===== config.mk =====
export PLATFORM = sky130hd
export DESIGN_NAME = axil_uart_ctrl_flat
export DESIGN_NICKNAME = d
export VERILOG_FILES = /design/src/rtl/axil_uart_ctrl_if.sv /design/src/rtl/axil_uart_ctrl.sv /design/src/flat_wrapper.sv
export SDC_FILE = /design/constraint.sdc
export NUM_CORES = 1
export LEC_CHECK = 0
export CORE_UTILIZATION = 28
export DETAILED_ROUTE_END_ITERATION = 8
export HOLD_SLACK_MARGIN = 0.06
export PLACE_DENSITY = 0.87
export SETUP_SLACK_MARGIN = 0.3
export SYNTH_ARGS = -nofsm -noshare
export SYNTH_HDL_FRONTEND = slang
export SYNTH_SLANG_ARGS = --single-unit

===== constraint.sdc =====
create_clock -name S_AXI_ACLK -period 1.45 [get_ports S_AXI_ACLK]
set_input_delay 0.2175 -clock S_AXI_ACLK [delete_from_list [all_inputs] [get_ports S_AXI_ACLK]]
set_output_delay 0.2175 -clock S_AXI_ACLK [all_outputs]
set_load 0.005 [all_outputs]

===== src/rtl/axil_uart_ctrl_if.sv =====
// AXI4-Lite bus bundle between an interconnect master and the UART controller slave.
// Ports (per modport):
//   master: drives AW/W/AR address, data and valids plus BREADY/RREADY
//   slave : drives AWREADY/WREADY/ARREADY, B and R responses
interface axil_uart_ctrl_if #(
  parameter int unsigned C_S_AXI_ADDR_WIDTH = 4,
  parameter int unsigned C_S_AXI_DATA_WIDTH = 32
);
  logic [C_S_AXI_ADDR_WIDTH-1:0]   S_AXI_AWADDR;
  logic                            S_AXI_AWVALID;
  logic                            S_AXI_AWREADY;
  logic [C_S_AXI_DATA_WIDTH-1:0]   S_AXI_WDATA;
  logic [C_S_AXI_DATA_WIDTH/8-1:0] S_AXI_WSTRB;
  logic                            S_AXI_WVALID;
  logic                            S_AXI_WREADY;
  logic [1:0]                      S_AXI_BRESP;
  logic                            S_AXI_BVALID;
  logic                            S_AXI_BREADY;
  logic [C_S_AXI_ADDR_WIDTH-1:0]   S_AXI_ARADDR;
  logic                            S_AXI_ARVALID;
  logic                            S_AXI_ARREADY;
  logic [C_S_AXI_DATA_WIDTH-1:0]   S_AXI_RDATA;
  logic [1:0]                      S_AXI_RRESP;
  logic                            S_AXI_RVALID;
  logic                            S_AXI_RREADY;

  modport master (
    output S_AXI_AWADDR, S_AXI_AWVALID, S_AXI_WDATA, S_AXI_WSTRB, S_AXI_WVALID, S_AXI_BREADY,
    output S_AXI_ARADDR, S_AXI_ARVALID, S_AXI_RREADY,
    input  S_AXI_AWREADY, S_AXI_WREADY, S_AXI_BRESP, S_AXI_BVALID,
    input  S_AXI_ARREADY, S_AXI_RDATA, S_AXI_RRESP, S_AXI_RVALID
  );

  modport slave (
    input  S_AXI_AWADDR, S_AXI_AWVALID, S_AXI_WDATA, S_AXI_WSTRB, S_AXI_WVALID, S_AXI_BREADY,
    input  S_AXI_ARADDR, S_AXI_ARVALID, S_AXI_RREADY,
    output S_AXI_AWREADY, S_AXI_WREADY, S_AXI_BRESP, S_AXI_BVALID,
    output S_AXI_ARREADY, S_AXI_RDATA, S_AXI_RRESP, S_AXI_RVALID
  );
endinterface


===== src/rtl/axil_uart_ctrl.sv =====
// AXI4-Lite slave that maps the UART FIFOs and enables onto four registers
// (addr[3:2]: 0 RX, 1 TX, 2 STAT, 3 CTRL) and turns bus accesses into one-cycle
// FIFO push/pop strobes. Also raises a one-cycle Interrupt on RX-not-empty rising
// or TX-full falling when interrupts are enabled.
// Ports:
//   S_AXI_ACLK, S_AXI_ARESETN : clock, async active-low reset
//   s_axi                     : AXI4-Lite slave bundle
//   RX_data, Empty, Full      : RX FIFO head / empty flag, TX FIFO full flag
//   rd_uart_en                : RX FIFO pop strobe
//   TX_data, wr_uart_en       : TX FIFO push data and strobe
//   Enable_rx, Enable_tx      : UART receiver / transmitter enables
//   Interrupt                 : one-cycle interrupt pulse
module axil_uart_ctrl #(
  parameter int unsigned C_S_AXI_ADDR_WIDTH = 4,
  parameter int unsigned C_S_AXI_DATA_WIDTH = 32,
  parameter int unsigned C_DATA_BITS        = 8
) (
  input  logic                   S_AXI_ACLK,
  input  logic                   S_AXI_ARESETN,
  axil_uart_ctrl_if.slave        s_axi,
  output logic                   Interrupt,
  input  logic [C_DATA_BITS-1:0] RX_data,
  input  logic                   Empty,
  input  logic                   Full,
  output logic                   rd_uart_en,
  output logic [C_DATA_BITS-1:0] TX_data,
  output logic                   wr_uart_en,
  output logic                   Enable_rx,
  output logic                   Enable_tx
);
  localparam logic [1:0] RespOkay   = 2'b00;
  localparam logic [1:0] RespSlverr = 2'b10;
  localparam logic [1:0] AddrRx     = 2'd0;
  localparam logic [1:0] AddrTx     = 2'd1;
  localparam logic [1:0] AddrStat   = 2'd2;
  localparam logic [1:0] AddrCtrl   = 2'd3;

  typedef enum logic {W_IDLE, W_RESP} wstate_e;
  typedef enum logic {R_IDLE, R_DATA} rstate_e;

  wstate_e r_wstate, w_wstate_next;
  rstate_e r_rstate, w_rstate_next;
  logic    w_wr_hs, w_rd_hs;

  logic [1:0]                    r_bresp, r_rresp;
  logic [C_S_AXI_DATA_WIDTH-1:0] r_rdata;
  logic [C_DATA_BITS-1:0]        r_tx_data;
  logic                          r_wr_en, r_rd_en;
  logic [2:0]                    r_ctrl;      // {intr_en, Enable_rx, Enable_tx}
  logic                          r_not_empty, r_full, r_irq;
  logic                          w_edge;

  logic [1:0] w_waddr, w_raddr;
  assign w_waddr = s_axi.S_AXI_AWADDR[3:2];
  assign w_raddr = s_axi.S_AXI_ARADDR[3:2];

  logic w_unused;
  assign w_unused = ^{s_axi.S_AXI_AWADDR[1:0], s_axi.S_AXI_ARADDR[1:0],
                      s_axi.S_AXI_WDATA[C_S_AXI_DATA_WIDTH-1:C_DATA_BITS],
                      s_axi.S_AXI_WSTRB[C_S_AXI_DATA_WIDTH/8-1:1]};

  // Write FSM: AWREADY/WREADY only in the cycle both valids are present. Gated by
  // reset so no handshake is offered while reset is asserted.
  always_comb begin
    w_wstate_next = r_wstate;
    w_wr_hs       = 1'b0;
    unique case (r_wstate)
      W_IDLE: begin
        if (S_AXI_ARESETN && s_axi.S_AXI_AWVALID && s_axi.S_AXI_WVALID) begin
          w_wr_hs       = 1'b1;
          w_wstate_next = W_RESP;
        end
      end
      W_RESP: begin
        if (s_axi.S_AXI_BREADY) w_wstate_next = W_IDLE;
      end
    endcase
  end

  // Read FSM
  always_comb begin
    w_rstate_next = r_rstate;
    w_rd_hs       = 1'b0;
    unique case (r_rstate)
      R_IDLE: begin
        if (S_AXI_ARESETN && s_axi.S_AXI_ARVALID) begin
          w_rd_hs       = 1'b1;
          w_rstate_next = R_DATA;
        end
      end
      R_DATA: begin
        if (s_axi.S_AXI_RREADY) w_rstate_next = R_IDLE;
      end
    endcase
  end

  always_ff @(posedge S_AXI_ACLK or negedge S_AXI_ARESETN) begin
    if (!S_AXI_ARESETN) begin
      r_wstate <= W_IDLE;
      r_rstate <= R_IDLE;
    end else begin
      r_wstate <= w_wstate_next;
      r_rstate <= w_rstate_next;
    end
  end

  // Write side: push strobe is set at the handshake so it lines up with BVALID rising.
  always_ff @(posedge S_AXI_ACLK or negedge S_AXI_ARESETN) begin
    if (!S_AXI_ARESETN) begin
      r_bresp   <= RespOkay;
      r_tx_data <= '0;
      r_wr_en   <= 1'b0;
      r_ctrl    <= '0;
    end else begin
      r_wr_en <= 1'b0;
      if (w_wr_hs) begin
        r_bresp <= RespOkay;
        case (w_waddr)
          AddrTx: begin
            if (Full) begin
              r_bresp <= RespSlverr;
            end else if (s_axi.S_AXI_WSTRB[0]) begin
              r_tx_data <= s_axi.S_AXI_WDATA[C_DATA_BITS-1:0];
              r_wr_en   <= 1'b1;
            end
          end
          AddrCtrl: begin
            if (s_axi.S_AXI_WSTRB[0]) begin
              r_ctrl <= {s_axi.S_AXI_WDATA[4], s_axi.S_AXI_WDATA[1], s_axi.S_AXI_WDATA[0]};
            end
          end
          default: ;
        endcase
      end
    end
  end

  // Read side: data and response are captured at the AR handshake.
  always_ff @(posedge S_AXI_ACLK or negedge S_AXI_ARESETN) begin
    if (!S_AXI_ARESETN) begin
      r_rdata <= '0;
      r_rresp <= RespOkay;
      r_rd_en <= 1'b0;
    end else begin
      r_rd_en <= 1'b0;
      if (w_rd_hs) begin
        r_rdata <= '0;
        r_rresp <= RespOkay;
        case (w_raddr)
          AddrRx: begin
            if (!Empty) begin
              r_rdata[C_DATA_BITS-1:0] <= RX_data;
              r_rd_en                  <= 1'b1;
            end else begin
              r_rresp <= RespSlverr;
            end
          end
          AddrStat: r_rdata[4:0] <= {r_ctrl[2], Full, 2'b00, !Empty};
          AddrCtrl: r_rdata[4:0] <= {r_ctrl[2], 2'b00, r_ctrl[1], r_ctrl[0]};
          default: ;
        endcase
      end
    end
  end

  // Edge detect: a simultaneous RX-ready rise and TX-full fall yields one pulse.
  assign w_edge = (!Empty && !r_not_empty) || (!Full && r_full);

  always_ff @(posedge S_AXI_ACLK or negedge S_AXI_ARESETN) begin
    if (!S_AXI_ARESETN) begin
      r_not_empty <= 1'b0;
      r_full      <= 1'b0;
      r_irq       <= 1'b0;
    end else begin
      r_not_empty <= !Empty;
      r_full      <= Full;
      r_irq       <= r_ctrl[2] && w_edge;
    end
  end

  assign s_axi.S_AXI_AWREADY = w_wr_hs;
  assign s_axi.S_AXI_WREADY  = w_wr_hs;
  assign s_axi.S_AXI_BVALID  = (r_wstate == W_RESP);
  assign s_axi.S_AXI_BRESP   = r_bresp;
  assign s_axi.S_AXI_ARREADY = w_rd_hs;
  assign s_axi.S_AXI_RVALID  = (r_rstate == R_DATA);
  assign s_axi.S_AXI_RDATA   = r_rdata;
  assign s_axi.S_AXI_RRESP   = r_rresp;

  assign TX_data    = r_tx_data;
  assign wr_uart_en = r_wr_en;
  assign rd_uart_en = r_rd_en;
  assign Enable_tx  = r_ctrl[0];
  assign Enable_rx  = r_ctrl[1];
  assign Interrupt  = r_irq;
endmodule

===== src/flat_wrapper.sv =====
// flat-port wrapper written by rule: the top's interface ports become plain ports
module axil_uart_ctrl_flat 
#(
  parameter int unsigned C_S_AXI_ADDR_WIDTH = 4,
  parameter int unsigned C_S_AXI_DATA_WIDTH = 32,
  parameter int unsigned C_DATA_BITS        = 8
)
  (S_AXI_ACLK, S_AXI_ARESETN, Interrupt, RX_data, Empty, Full, rd_uart_en, TX_data, wr_uart_en, Enable_rx, Enable_tx, s_axi_S_AXI_AWADDR, s_axi_S_AXI_AWVALID, s_axi_S_AXI_WDATA, s_axi_S_AXI_WSTRB, s_axi_S_AXI_WVALID, s_axi_S_AXI_BREADY, s_axi_S_AXI_ARADDR, s_axi_S_AXI_ARVALID, s_axi_S_AXI_RREADY, s_axi_S_AXI_AWREADY, s_axi_S_AXI_WREADY, s_axi_S_AXI_BRESP, s_axi_S_AXI_BVALID, s_axi_S_AXI_ARREADY, s_axi_S_AXI_RDATA, s_axi_S_AXI_RRESP, s_axi_S_AXI_RVALID);
  axil_uart_ctrl_if #(.C_S_AXI_ADDR_WIDTH(C_S_AXI_ADDR_WIDTH), .C_S_AXI_DATA_WIDTH(C_S_AXI_DATA_WIDTH)) s_axi_i ();
  input  logic S_AXI_ACLK;
  input  logic S_AXI_ARESETN;
  output logic Interrupt;
  input  logic [C_DATA_BITS-1:0] RX_data;
  input  logic Empty;
  input  logic Full;
  output logic rd_uart_en;
  output logic [C_DATA_BITS-1:0] TX_data;
  output logic wr_uart_en;
  output logic Enable_rx;
  output logic Enable_tx;
  input wire logic [$bits(s_axi_i.S_AXI_AWADDR)-1:0] s_axi_S_AXI_AWADDR;
  input wire logic [$bits(s_axi_i.S_AXI_AWVALID)-1:0] s_axi_S_AXI_AWVALID;
  input wire logic [$bits(s_axi_i.S_AXI_WDATA)-1:0] s_axi_S_AXI_WDATA;
  input wire logic [$bits(s_axi_i.S_AXI_WSTRB)-1:0] s_axi_S_AXI_WSTRB;
  input wire logic [$bits(s_axi_i.S_AXI_WVALID)-1:0] s_axi_S_AXI_WVALID;
  input wire logic [$bits(s_axi_i.S_AXI_BREADY)-1:0] s_axi_S_AXI_BREADY;
  input wire logic [$bits(s_axi_i.S_AXI_ARADDR)-1:0] s_axi_S_AXI_ARADDR;
  input wire logic [$bits(s_axi_i.S_AXI_ARVALID)-1:0] s_axi_S_AXI_ARVALID;
  input wire logic [$bits(s_axi_i.S_AXI_RREADY)-1:0] s_axi_S_AXI_RREADY;
  output wire logic [$bits(s_axi_i.S_AXI_AWREADY)-1:0] s_axi_S_AXI_AWREADY;
  output wire logic [$bits(s_axi_i.S_AXI_WREADY)-1:0] s_axi_S_AXI_WREADY;
  output wire logic [$bits(s_axi_i.S_AXI_BRESP)-1:0] s_axi_S_AXI_BRESP;
  output wire logic [$bits(s_axi_i.S_AXI_BVALID)-1:0] s_axi_S_AXI_BVALID;
  output wire logic [$bits(s_axi_i.S_AXI_ARREADY)-1:0] s_axi_S_AXI_ARREADY;
  output wire logic [$bits(s_axi_i.S_AXI_RDATA)-1:0] s_axi_S_AXI_RDATA;
  output wire logic [$bits(s_axi_i.S_AXI_RRESP)-1:0] s_axi_S_AXI_RRESP;
  output wire logic [$bits(s_axi_i.S_AXI_RVALID)-1:0] s_axi_S_AXI_RVALID;
  assign s_axi_i.S_AXI_AWADDR = s_axi_S_AXI_AWADDR;
  assign s_axi_i.S_AXI_AWVALID = s_axi_S_AXI_AWVALID;
  assign s_axi_i.S_AXI_WDATA = s_axi_S_AXI_WDATA;
  assign s_axi_i.S_AXI_WSTRB = s_axi_S_AXI_WSTRB;
  assign s_axi_i.S_AXI_WVALID = s_axi_S_AXI_WVALID;
  assign s_axi_i.S_AXI_BREADY = s_axi_S_AXI_BREADY;
  assign s_axi_i.S_AXI_ARADDR = s_axi_S_AXI_ARADDR;
  assign s_axi_i.S_AXI_ARVALID = s_axi_S_AXI_ARVALID;
  assign s_axi_i.S_AXI_RREADY = s_axi_S_AXI_RREADY;
  assign s_axi_S_AXI_AWREADY = s_axi_i.S_AXI_AWREADY;
  assign s_axi_S_AXI_WREADY = s_axi_i.S_AXI_WREADY;
  assign s_axi_S_AXI_BRESP = s_axi_i.S_AXI_BRESP;
  assign s_axi_S_AXI_BVALID = s_axi_i.S_AXI_BVALID;
  assign s_axi_S_AXI_ARREADY = s_axi_i.S_AXI_ARREADY;
  assign s_axi_S_AXI_RDATA = s_axi_i.S_AXI_RDATA;
  assign s_axi_S_AXI_RRESP = s_axi_i.S_AXI_RRESP;
  assign s_axi_S_AXI_RVALID = s_axi_i.S_AXI_RVALID;
  axil_uart_ctrl #(.C_S_AXI_ADDR_WIDTH(C_S_AXI_ADDR_WIDTH), .C_S_AXI_DATA_WIDTH(C_S_AXI_DATA_WIDTH), .C_DATA_BITS(C_DATA_BITS)) u_core (.S_AXI_ACLK(S_AXI_ACLK), .S_AXI_ARESETN(S_AXI_ARESETN), .s_axi(s_axi_i), .Interrupt(Interrupt), .RX_data(RX_data), .Empty(Empty), .Full(Full), .rd_uart_en(rd_uart_en), .TX_data(TX_data), .wr_uart_en(wr_uart_en), .Enable_rx(Enable_rx), .Enable_tx(Enable_tx));
endmodule

==> run_summary.xml, run 1 <==
<?xml version="1.0" encoding="UTF-8"?>
<metrics>
  <group name="cells_and_area">
    <metric name="final_layout_size_suffix_gt1_frac" unit="">0.364</metric>
    <metric name="diodes" unit="">0</metric>
    <metric name="final_net_count" unit="">269</metric>
    <metric name="area_growth" unit="%">75.3</metric>
    <metric name="final_cell_count_no_fill" unit="">258</metric>
  </group>
  <group name="power">
    <metric name="p_sw" unit="W">0.000494</metric>
    <metric name="net_switching_fraction_of_the_power" unit="">0.256</metric>
    <metric name="p_leak" unit="nW">1.15</metric>
    <metric name="clock_power_share" unit="">0.210</metric>
    <metric name="post-layout-total-power" unit="W">0.00193</metric>
    <metric name="pwr-share-comb" unit="">0.315</metric>
    <metric name="internal_power" unit="W">0.00143</metric>
    <metric name="power_density" unit="mW/mm^2">820</metric>
    <metric name="vdd_ir_drop_max" unit="uV">781</metric>
    <metric name="sequentialPowerShare" unit="">0.475</metric>
  </group>
  <group name="yosys">
    <metric name="synth-seq-area-share" unit="">0.523</metric>
    <metric name="synth.area.mux_share" unit="">0.0924</metric>
    <metric name="syn_area" unit="sq mm">0.00134</metric>
    <metric name="post_synth_fa_ha_maj_area_fraction" unit="">0</metric>
    <metric name="ys_seq_elements" unit="">28</metric>
    <metric name="number_of_synthesized_flops_with_an_enable_pin" unit="">0</metric>
    <metric name="combinational_family_with_the_most_area_after_synthesis" unit="">buffers and inverters</metric>
    <metric name="yosys.area_share.xor_xnor" unit="">0</metric>
    <metric name="synth_area_leaders" unit="">dfrtp_1 52%, buf_4 15%, mux2_2 9.2%</metric>
    <metric name="syn_area_per_cell" unit="sq um">11.7</metric>
    <metric name="fraction_of_synthesized_cell_area_taken_by_the_top_area_cell_type" unit="">0.523</metric>
    <metric name="synth-main-ff-cell" unit="">dfrtp_1</metric>
    <metric name="synth_simple_gate_area_share" unit="">0.121</metric>
    <metric name="synth_cell_types" unit="">25</metric>
    <metric name="asyncSetResetFlopFracSynth" unit="">1.00</metric>
    <metric name="synth.most_common_cell" unit="">dfrtp_1</metric>
    <metric name="share_of_the_synthesized_area_in_compound_gates_ao_oa_aoi_oai" unit="">0.0840</metric>
    <metric name="yosysWarnings" unit="">0</metric>
    <metric name="yosys.area.top_type" unit="">dfrtp_1</metric>
    <metric name="post_synth_inst_count" unit="">115</metric>
    <metric name="yosys-top-cells-count" unit="">28 x dfrtp_1, 27 x buf_4, 11 x mux2_2</metric>
  </group>
  <group name="floorplan">
    <metric name="ioPinCount" unit="">115</metric>
    <metric name="num_rows" unit="">24</metric>
    <metric name="fp.dieArea" unit="sq mm">0.00507</metric>
    <metric name="fp.coreArea" unit="sq mm">0.00447</metric>
    <metric name="initial_core_util" unit="">0.299</metric>
    <metric name="die_h" unit="microns">71.2</metric>
    <metric name="die_w" unit="microns">71.2</metric>
  </group>
  <group name="timing">
    <metric name="clock.fmax" unit="MHz">666</metric>
    <metric name="rsz0062_at_grt" unit="">yes</metric>
    <metric name="finalCriticalPeriod" unit="ns">1.50</metric>
    <metric name="finalWorstSetupSlack" unit="ns">-0.0516</metric>
    <metric name="finalHoldViolCount" unit="">0</metric>
    <metric name="fin_skew" unit="ns">0.00429</metric>
    <metric name="final-max-slew-violation-count" unit="">0</metric>
    <metric name="post-route-period-util" unit="">1.04</metric>
    <metric name="setup_tns" unit="ns">-0.341</metric>
    <metric name="setup_viol" unit="">10</metric>
  </group>
  <group name="grt">
    <metric name="first_global_vias" unit="">1074</metric>
    <metric name="maximum_number_of_pins_on_one_net_before_global_route_repair" unit="">16</metric>
    <metric name="grt_usage" unit="">0.140</metric>
    <metric name="global_route.overflow_total" unit="">0</metric>
    <metric name="global_route_wire_length_before_repair" unit="microns">5430</metric>
    <metric name="grt_antenna_before_repair" unit="">0</metric>
  </group>
  <group name="detailed_routing">
    <metric name="num_vias" unit="">1109</metric>
    <metric name="detailedRoute.firstPassIterationCount" unit="">6</metric>
    <metric name="initialDrtViolationCount" unit="">32</metric>
    <metric name="route.detailed.drc" unit="">4</metric>
    <metric name="route.detailed.wl_per_inst" unit="microns">13.9</metric>
    <metric name="route.final.wire_length" unit="microns">3600</metric>
    <metric name="route.antenna.remaining_nets" unit="">0</metric>
    <metric name="post_drt_via_cell_ratio" unit="">4.30</metric>
  </group>
  <group name="clocking">
    <metric name="number_of_buffers_inserted_during_clock_tree_synthesis" unit="">3</metric>
    <metric name="htree_levels" unit="">1</metric>
    <metric name="library_cell_used_as_clock_root_buffer" unit="">clkbuf_8</metric>
    <metric name="clk_latency" unit="ns">0.27</metric>
    <metric name="tritoncts_clock_tree" unit="">done</metric>
    <metric name="clk_transition_reported_paths" unit="ns">0.08</metric>
    <metric name="clock-sinks" unit="">28</metric>
    <metric name="cts-hold-fix-buffers" unit="">0</metric>
    <metric name="max-clock-path-buffers" unit="">2</metric>
  </group>
  <group name="placement">
    <metric name="post_placement_worst_setup_slack" unit="ns">-0.433</metric>
    <metric name="dp_hpwl" unit="microns">2440</metric>
    <metric name="io_buffer_count" unit="">57</metric>
    <metric name="placed_insts" unit="">232</metric>
    <metric name="placer_congestion_estimate" unit="">0.716</metric>
  </group>
  <group name="critical_path">
    <metric name="reg2reg_slack" unit="ns">-0.05</metric>
    <metric name="worst-endpoint-required" unit="ns">1.60</metric>
    <metric name="data_arrival_at_the_endpoint_of_the_critical_path" unit="ns">1.65</metric>
    <metric name="worstSetupStartpointType" unit="">flip-flop</metric>
    <metric name="critical_path_peak_fanout" unit="">8</metric>
    <metric name="cp-end-kind" unit="">flip-flop</metric>
    <metric name="timing.setup.critical_path_class" unit="">flip-flop to flip-flop</metric>
  </group>
  <group name="min_path">
    <metric name="hp-class" unit="">input port to asynchronous set/reset pin</metric>
  </group>
  <group name="run_status">
    <metric name="failing_checks" unit="">DRC, setup timing</metric>
    <metric name="outcome" unit="">finished with violations</metric>
  </group>
  <group name="flow_run">
    <metric name="drv.max_cap_violation_count" unit="">0</metric>
  </group>
</metrics>
[worst max-delay path: stages, from the launching register on]
cell	delay (ns)
dfrtp_1	0.40
nand4b_4	0.18
buf_6	0.14
nor4_4	0.15
buf_6	0.20
mux2_4	0.32
[logic make-up after synthesis]
| logic type | count (synthesis) |
|---|---|
| flops | 28 |
| buf+inv | 36 |
| compound gates | 17 |
| other cells | 1 |
| simple gates | 22 |
| mux | 11 |
[timing repair]
action,in CTS,in global routing
pin swaps,9,4
buffers inserted,11,11
endpoints found under the hold margin,0,0
resized for setup,80,33
setup endpoints to repair,49,45
gates cloned,1,0
[layout by cell type, fill, tap and decap left out, drive strengths merged]
master / synthesis / final
clkdlybuf4s50: 0 / 25
nand4b: 1 / 1
buf: 27 / 39
dlygate4sd2: 0 / 6
o31a: 1 / 1
and2: 1 / 1
mux2: 11 / 11
inv: 6 / 6
clkbuf: 3 / 5
nor2: 3 / 3
o41ai: 1 / 1
a21oi: 2 / 2
a22o: 4 / 4
nand2: 7 / 7
nor3b: 1 / 1
dfrtp: 28 / 28
nor4b: 2 / 2
nand4bb: 1 / 1
nand3: 2 / 2
a31oi: 1 / 1
o21ai: 6 / 6
o22ai: 1 / 1
clkdlybuf4s15: 0 / 21
o31ai: 1 / 1
nor4: 2 / 2
conb: 1 / 26
nand3b: 2 / 2
[sequential cells by signal, summed over array words and instances, names as in the netlist]
register	cells
u_core.Interrupt	1
u_core.TX_data	8
u_core.r_ctrl	3
u_core.r_full	1
u_core.r_not_empty	1
u_core.rd_uart_en	1
u_core.s_axi.S_AXI_BRESP	1
u_core.s_axi.S_AXI_BVALID	1
u_core.s_axi.S_AXI_RDATA	8
u_core.s_axi.S_AXI_RRESP	1
u_core.s_axi.S_AXI_RVALID	1
u_core.wr_uart_en	1
[stage by stage]
| step | utilization | instance area (sq um) | hold slack, ns |
|---|---|---|---|
| 6_report | 0.525 | 2350 | 0.169 |
| 4_1_cts | 0.491 | 2200 | 0.169 |
| 3_3_place_gp | 0.438 | 1960 | 0.483 |
| 2_1_floorplan | - | 1450 | -0.0781 |
| 3_5_place_dp | 0.438 | 1960 | 0.488 |
| 5_1_grt | 0.525 | 2350 | 0.189 |
[layout make-up]
type	instances	area [sq um]
fill	390	2130
multi-input combinational	76	639
timing repair buffer	93	880
clock buffer	3	41.3
sequential	28	701
inverter	6	22.5
tap	52	65.1
[power groups by stage]
stage / logic, W / clock network [W] / registers [W]
after floorplan: 0.000181 / 0 / 0.000928
after global placement: 0.000442 / 0 / 0.000931
after detailed placement: 0.000452 / 0 / 0.000932
after CTS: 0.000516 / 0.000421 / 0.000913
after global routing: 0.000653 / 0.000463 / 0.000924
final: 0.000606 / 0.000404 / 0.000916
[per-layer routing]
metal  up-vias  routed length [microns]  GRT usage  part of all wire
li1        522                        -          -                 -
met1       540                     1410      0.172              0.39
met2        47                     1960      0.254              0.55
met3         0                      221     0.0370             0.061
met4         0                        0     0.0133                 0
met5         -                        0          0                 0
[final timing paths]
check | from | end | depth (start not counted)
min in group S_AXI_ACLK | Empty | u_core.r_not_empty$_DFF_PN0_ | 2
hold reg to reg | u_core.s_axi.S_AXI_RDATA[2]$_DFFE_PN0P_ | u_core.s_axi.S_AXI_RDATA[2]$_DFFE_PN0P_ | 1
hold / removal | S_AXI_ARESETN | u_core.s_axi.S_AXI_BVALID$_DFF_PN0_ | 2
max in group asynchronous | S_AXI_ARESETN | u_core.wr_uart_en$_DFF_PN0_ | 2
setup reg to reg | u_core.s_axi.S_AXI_BVALID$_DFF_PN0_ | u_core.TX_data[2]$_DFFE_PN0P_ | 5
setup / recovery | u_core.s_axi.S_AXI_BVALID$_DFF_PN0_ | u_core.TX_data[2]$_DFFE_PN0P_ | 5
Power figures use the tool's default switching activity.
==> run 2: changes to the inputs <==
--- a/config.mk
+++ b/config.mk
@@ -5,10 +5,11 @@
 export SDC_FILE = /design/constraint.sdc
 export NUM_CORES = 1
 export LEC_CHECK = 0
-export CORE_UTILIZATION = 28
+export CORE_UTILIZATION = 55
 export DETAILED_ROUTE_END_ITERATION = 8
+export DONT_BUFFER_PORTS = 1
 export HOLD_SLACK_MARGIN = 0.06
-export PLACE_DENSITY = 0.87
+export PLACE_DENSITY = 0.85
 export SETUP_SLACK_MARGIN = 0.3
 export SYNTH_ARGS = -nofsm -noshare
 export SYNTH_HDL_FRONTEND = slang
==> run_summary.xml, run 2 (same netlist as run 1, synthesis figures left out) <==
<?xml version="1.0" encoding="UTF-8"?>
<metrics>
  <group name="detailed_routing">
    <metric name="route.antenna.remaining_nets" unit="">0</metric>
    <metric name="detailedRoute.firstPassIterationCount" unit="">4</metric>
    <metric name="num_vias" unit="">894</metric>
    <metric name="route.final.wire_length" unit="microns">2850</metric>
    <metric name="post_drt_via_cell_ratio" unit="">5.08</metric>
    <metric name="initialDrtViolationCount" unit="">11</metric>
    <metric name="route.detailed.drc" unit="">0</metric>
    <metric name="route.detailed.wl_per_inst" unit="microns">16.2</metric>
  </group>
  <group name="critical_path">
    <metric name="timing.setup.critical_path_class" unit="">flip-flop to flip-flop</metric>
    <metric name="critical-path-slowest-cell" unit="">dfrtp_1</metric>
    <metric name="data_arrival_at_the_endpoint_of_the_critical_path" unit="ns">1.69</metric>
    <metric name="timing.critical_path.cells" unit="">nand4b_4, nor4_4, buf_6, mux2_2</metric>
    <metric name="critical_path_peak_fanout" unit="">8</metric>
    <metric name="worstSetupStartpointType" unit="">flip-flop</metric>
    <metric name="ff2ff_path_depth" unit="">4</metric>
    <metric name="cp-end-kind" unit="">flip-flop</metric>
    <metric name="worst-endpoint-required" unit="ns">1.67</metric>
    <metric name="cpPeakStageDelay" unit="ns">0.42</metric>
  </group>
  <group name="cells_and_area">
    <metric name="final_cell_count_no_fill" unit="">176</metric>
    <metric name="area_growth" unit="%">27.3</metric>
    <metric name="layout_commonest_cell" unit="">dfrtp_1</metric>
    <metric name="layout.filler_cells" unit="">158</metric>
    <metric name="multi_input_area" unit="sq um">564</metric>
    <metric name="diodes" unit="">0</metric>
    <metric name="fin_area" unit="sq mm">0.00171</metric>
    <metric name="final-seq-area" unit="sq um">701</metric>
    <metric name="final_net_count" unit="">210</metric>
    <metric name="layout.cells.most_common_list" unit="">28 x dfrtp_1, 26 x conb_1, 24 x dlygate4sd3_1</metric>
    <metric name="final_layout_size_suffix_gt1_frac" unit="">0.236</metric>
  </group>
  <group name="clocking">
    <metric name="clk_transition_reported_paths" unit="ns">0.15</metric>
    <metric name="max-clock-path-buffers" unit="">2</metric>
    <metric name="library_cell_used_as_clock_root_buffer" unit="">clkbuf_4</metric>
    <metric name="htree_levels" unit="">1</metric>
    <metric name="tritoncts_clock_tree" unit="">done</metric>
    <metric name="clock-sinks" unit="">28</metric>
    <metric name="clk_latency" unit="ns">0.32</metric>
    <metric name="number_of_buffers_inserted_during_clock_tree_synthesis" unit="">3</metric>
  </group>
  <group name="power">
    <metric name="p_leak" unit="nW">0.824</metric>
    <metric name="vdd_ir_drop_max" unit="uV">770</metric>
    <metric name="power_density" unit="mW/mm^2">926</metric>
  </group>
  <group name="grt">
    <metric name="global_route.overflow_total" unit="">0</metric>
    <metric name="grt_usage" unit="">0.217</metric>
    <metric name="grt_antenna_before_repair" unit="">0</metric>
    <metric name="maximum_number_of_pins_on_one_net_before_global_route_repair" unit="">29</metric>
    <metric name="global_route_wire_length_before_repair" unit="microns">4140</metric>
    <metric name="first_global_vias" unit="">932</metric>
  </group>
  <group name="floorplan">
    <metric name="die_w" unit="microns">51.4</metric>
    <metric name="fp.coreArea" unit="sq mm">0.00225</metric>
    <metric name="die_h" unit="microns">51.4</metric>
    <metric name="ioPinCount" unit="">115</metric>
    <metric name="num_rows" unit="">17</metric>
    <metric name="fp.dieArea" unit="sq mm">0.00264</metric>
    <metric name="initial_core_util" unit="">0.594</metric>
  </group>
  <group name="min_path">
    <metric name="hp-class" unit="">input port to flip-flop</metric>
    <metric name="timing.hold.worst_path_depth" unit="">2</metric>
  </group>
  <group name="placement">
    <metric name="dp_hpwl" unit="microns">1760</metric>
    <metric name="placer_congestion_estimate" unit="">0.733</metric>
    <metric name="placedInstanceArea" unit="sq mm">0.00129</metric>
    <metric name="placed_insts" unit="">142</metric>
    <metric name="io_buffer_count" unit="">0</metric>
    <metric name="post_placement_worst_setup_slack" unit="ns">-0.00962</metric>
  </group>
  <group name="timing">
    <metric name="finalHoldViolCount" unit="">0</metric>
    <metric name="final-max-slew-violation-count" unit="">0</metric>
    <metric name="clock.fmax" unit="MHz">683</metric>
    <metric name="fin_skew" unit="ns">0.00726</metric>
    <metric name="setup_tns" unit="ns">-0.0532</metric>
    <metric name="finalWorstSetupSlack" unit="ns">-0.0145</metric>
    <metric name="post-route-period-util" unit="">1.01</metric>
    <metric name="setup_viol" unit="">6</metric>
    <metric name="rsz0062_at_grt" unit="">yes</metric>
    <metric name="finalCriticalPeriod" unit="ns">1.46</metric>
  </group>
  <group name="flow_run">
    <metric name="drv.max_cap_violation_count" unit="">0</metric>
  </group>
  <group name="run_status">
    <metric name="outcome" unit="">finished with violations</metric>
    <metric name="failing_checks" unit="">setup timing</metric>
  </group>
</metrics>
-- run 2: cell types whose count changed in the layout (fill, tap and decap cells not counted), moves of 6 or more --
cell and delta:
dlygate4sd2_1 -6, clkdlybuf4s50_1 -25, buf_4 -21, mux2_2 +9, mux2_4 -9, clkdlybuf4s15_1 -19
dlygate4sd3_1 +24, buf_6 -6
-- run 2: metal layers --
| metal | wire length, microns | global-route usage | vias up | part of all wire |
|---|---|---|---|---|
| met2 | 1570 | 0.396 | 53 | 0.55 |
| met4 | 36 | 0.0676 | 0 | 0.013 |
| met5 | 0 | 0 | - | 0 |
| met1 | 1070 | 0.254 | 434 | 0.38 |
| li1 | - | - | 403 | - |
| met3 | 172 | 0.0417 | 4 | 0.060 |
-- run 2: final cells by class --
type                            instances  area share
Inverter                                6      0.0132
Tap cell                               28      0.0205
Timing Repair Buffer                   34       0.203
Sequential cell                        28       0.411
Clock buffer                            4      0.0213
Multi-Input combinational cell         76       0.331
-- run 2: through the flow --
stage          hold WS, ns  utilization  total power, W
3_3_place_gp       -0.0775        0.574         0.00108
6_report            0.0583        0.756         0.00158
4_1_cts             0.0604        0.714         0.00154
5_1_grt             0.0631        0.756         0.00164
2_1_floorplan      -0.0781            -         0.00111
3_5_place_dp       -0.0775        0.574         0.00109
-- run 2: power by group --
group	switching [W]	internal, W
registers	0.0000727	0.000864
clock network	0.000224	0.000153
logic	0.000114	0.000152
-- run 2: timing repair --
| action | CTS | global route |
|---|---|---|
| setup buffers | 3 | 2 |
| hold buffers | 22 | 3 |
| gates resized for setup | 7 | 10 |
| endpoints found under the hold margin | 50 | 2 |
| pin swaps | 2 | 4 |
| endpoints found under the setup margin | 24 | 21 |
-- run 2: worst max-delay path: cells and delay by family (launching register included) --
family                 cells  cell delay [ns]
buffers and inverters      1             0.18
muxes                      1             0.33
DFF                        1             0.42
and+or+nand+nor            2             0.44
-- run 2: final timing paths --
kind / from / end / slack [ns]
hold reg to reg: u_core.s_axi.S_AXI_RDATA[1]$_DFFE_PN0P_ / u_core.s_axi.S_AXI_RDATA[1]$_DFFE_PN0P_ / 0.54
setup reg to reg: u_core.s_axi.S_AXI_BVALID$_DFF_PN0_ / u_core.TX_data[2]$_DFFE_PN0P_ / -0.01
min in group asynchronous: S_AXI_ARESETN / u_core.TX_data[5]$_DFFE_PN0P_ / 0.31
max in group asynchronous: S_AXI_ARESETN / u_core.s_axi.S_AXI_RDATA[6]$_DFFE_PN0P_ / 0.98
hold / removal: s_axi_S_AXI_AWADDR[2] / u_core.s_axi.S_AXI_BRESP[1]$_DFFE_PN0P_ / 0.06
setup / recovery: u_core.s_axi.S_AXI_BVALID$_DFF_PN0_ / u_core.TX_data[2]$_DFFE_PN0P_ / -0.01
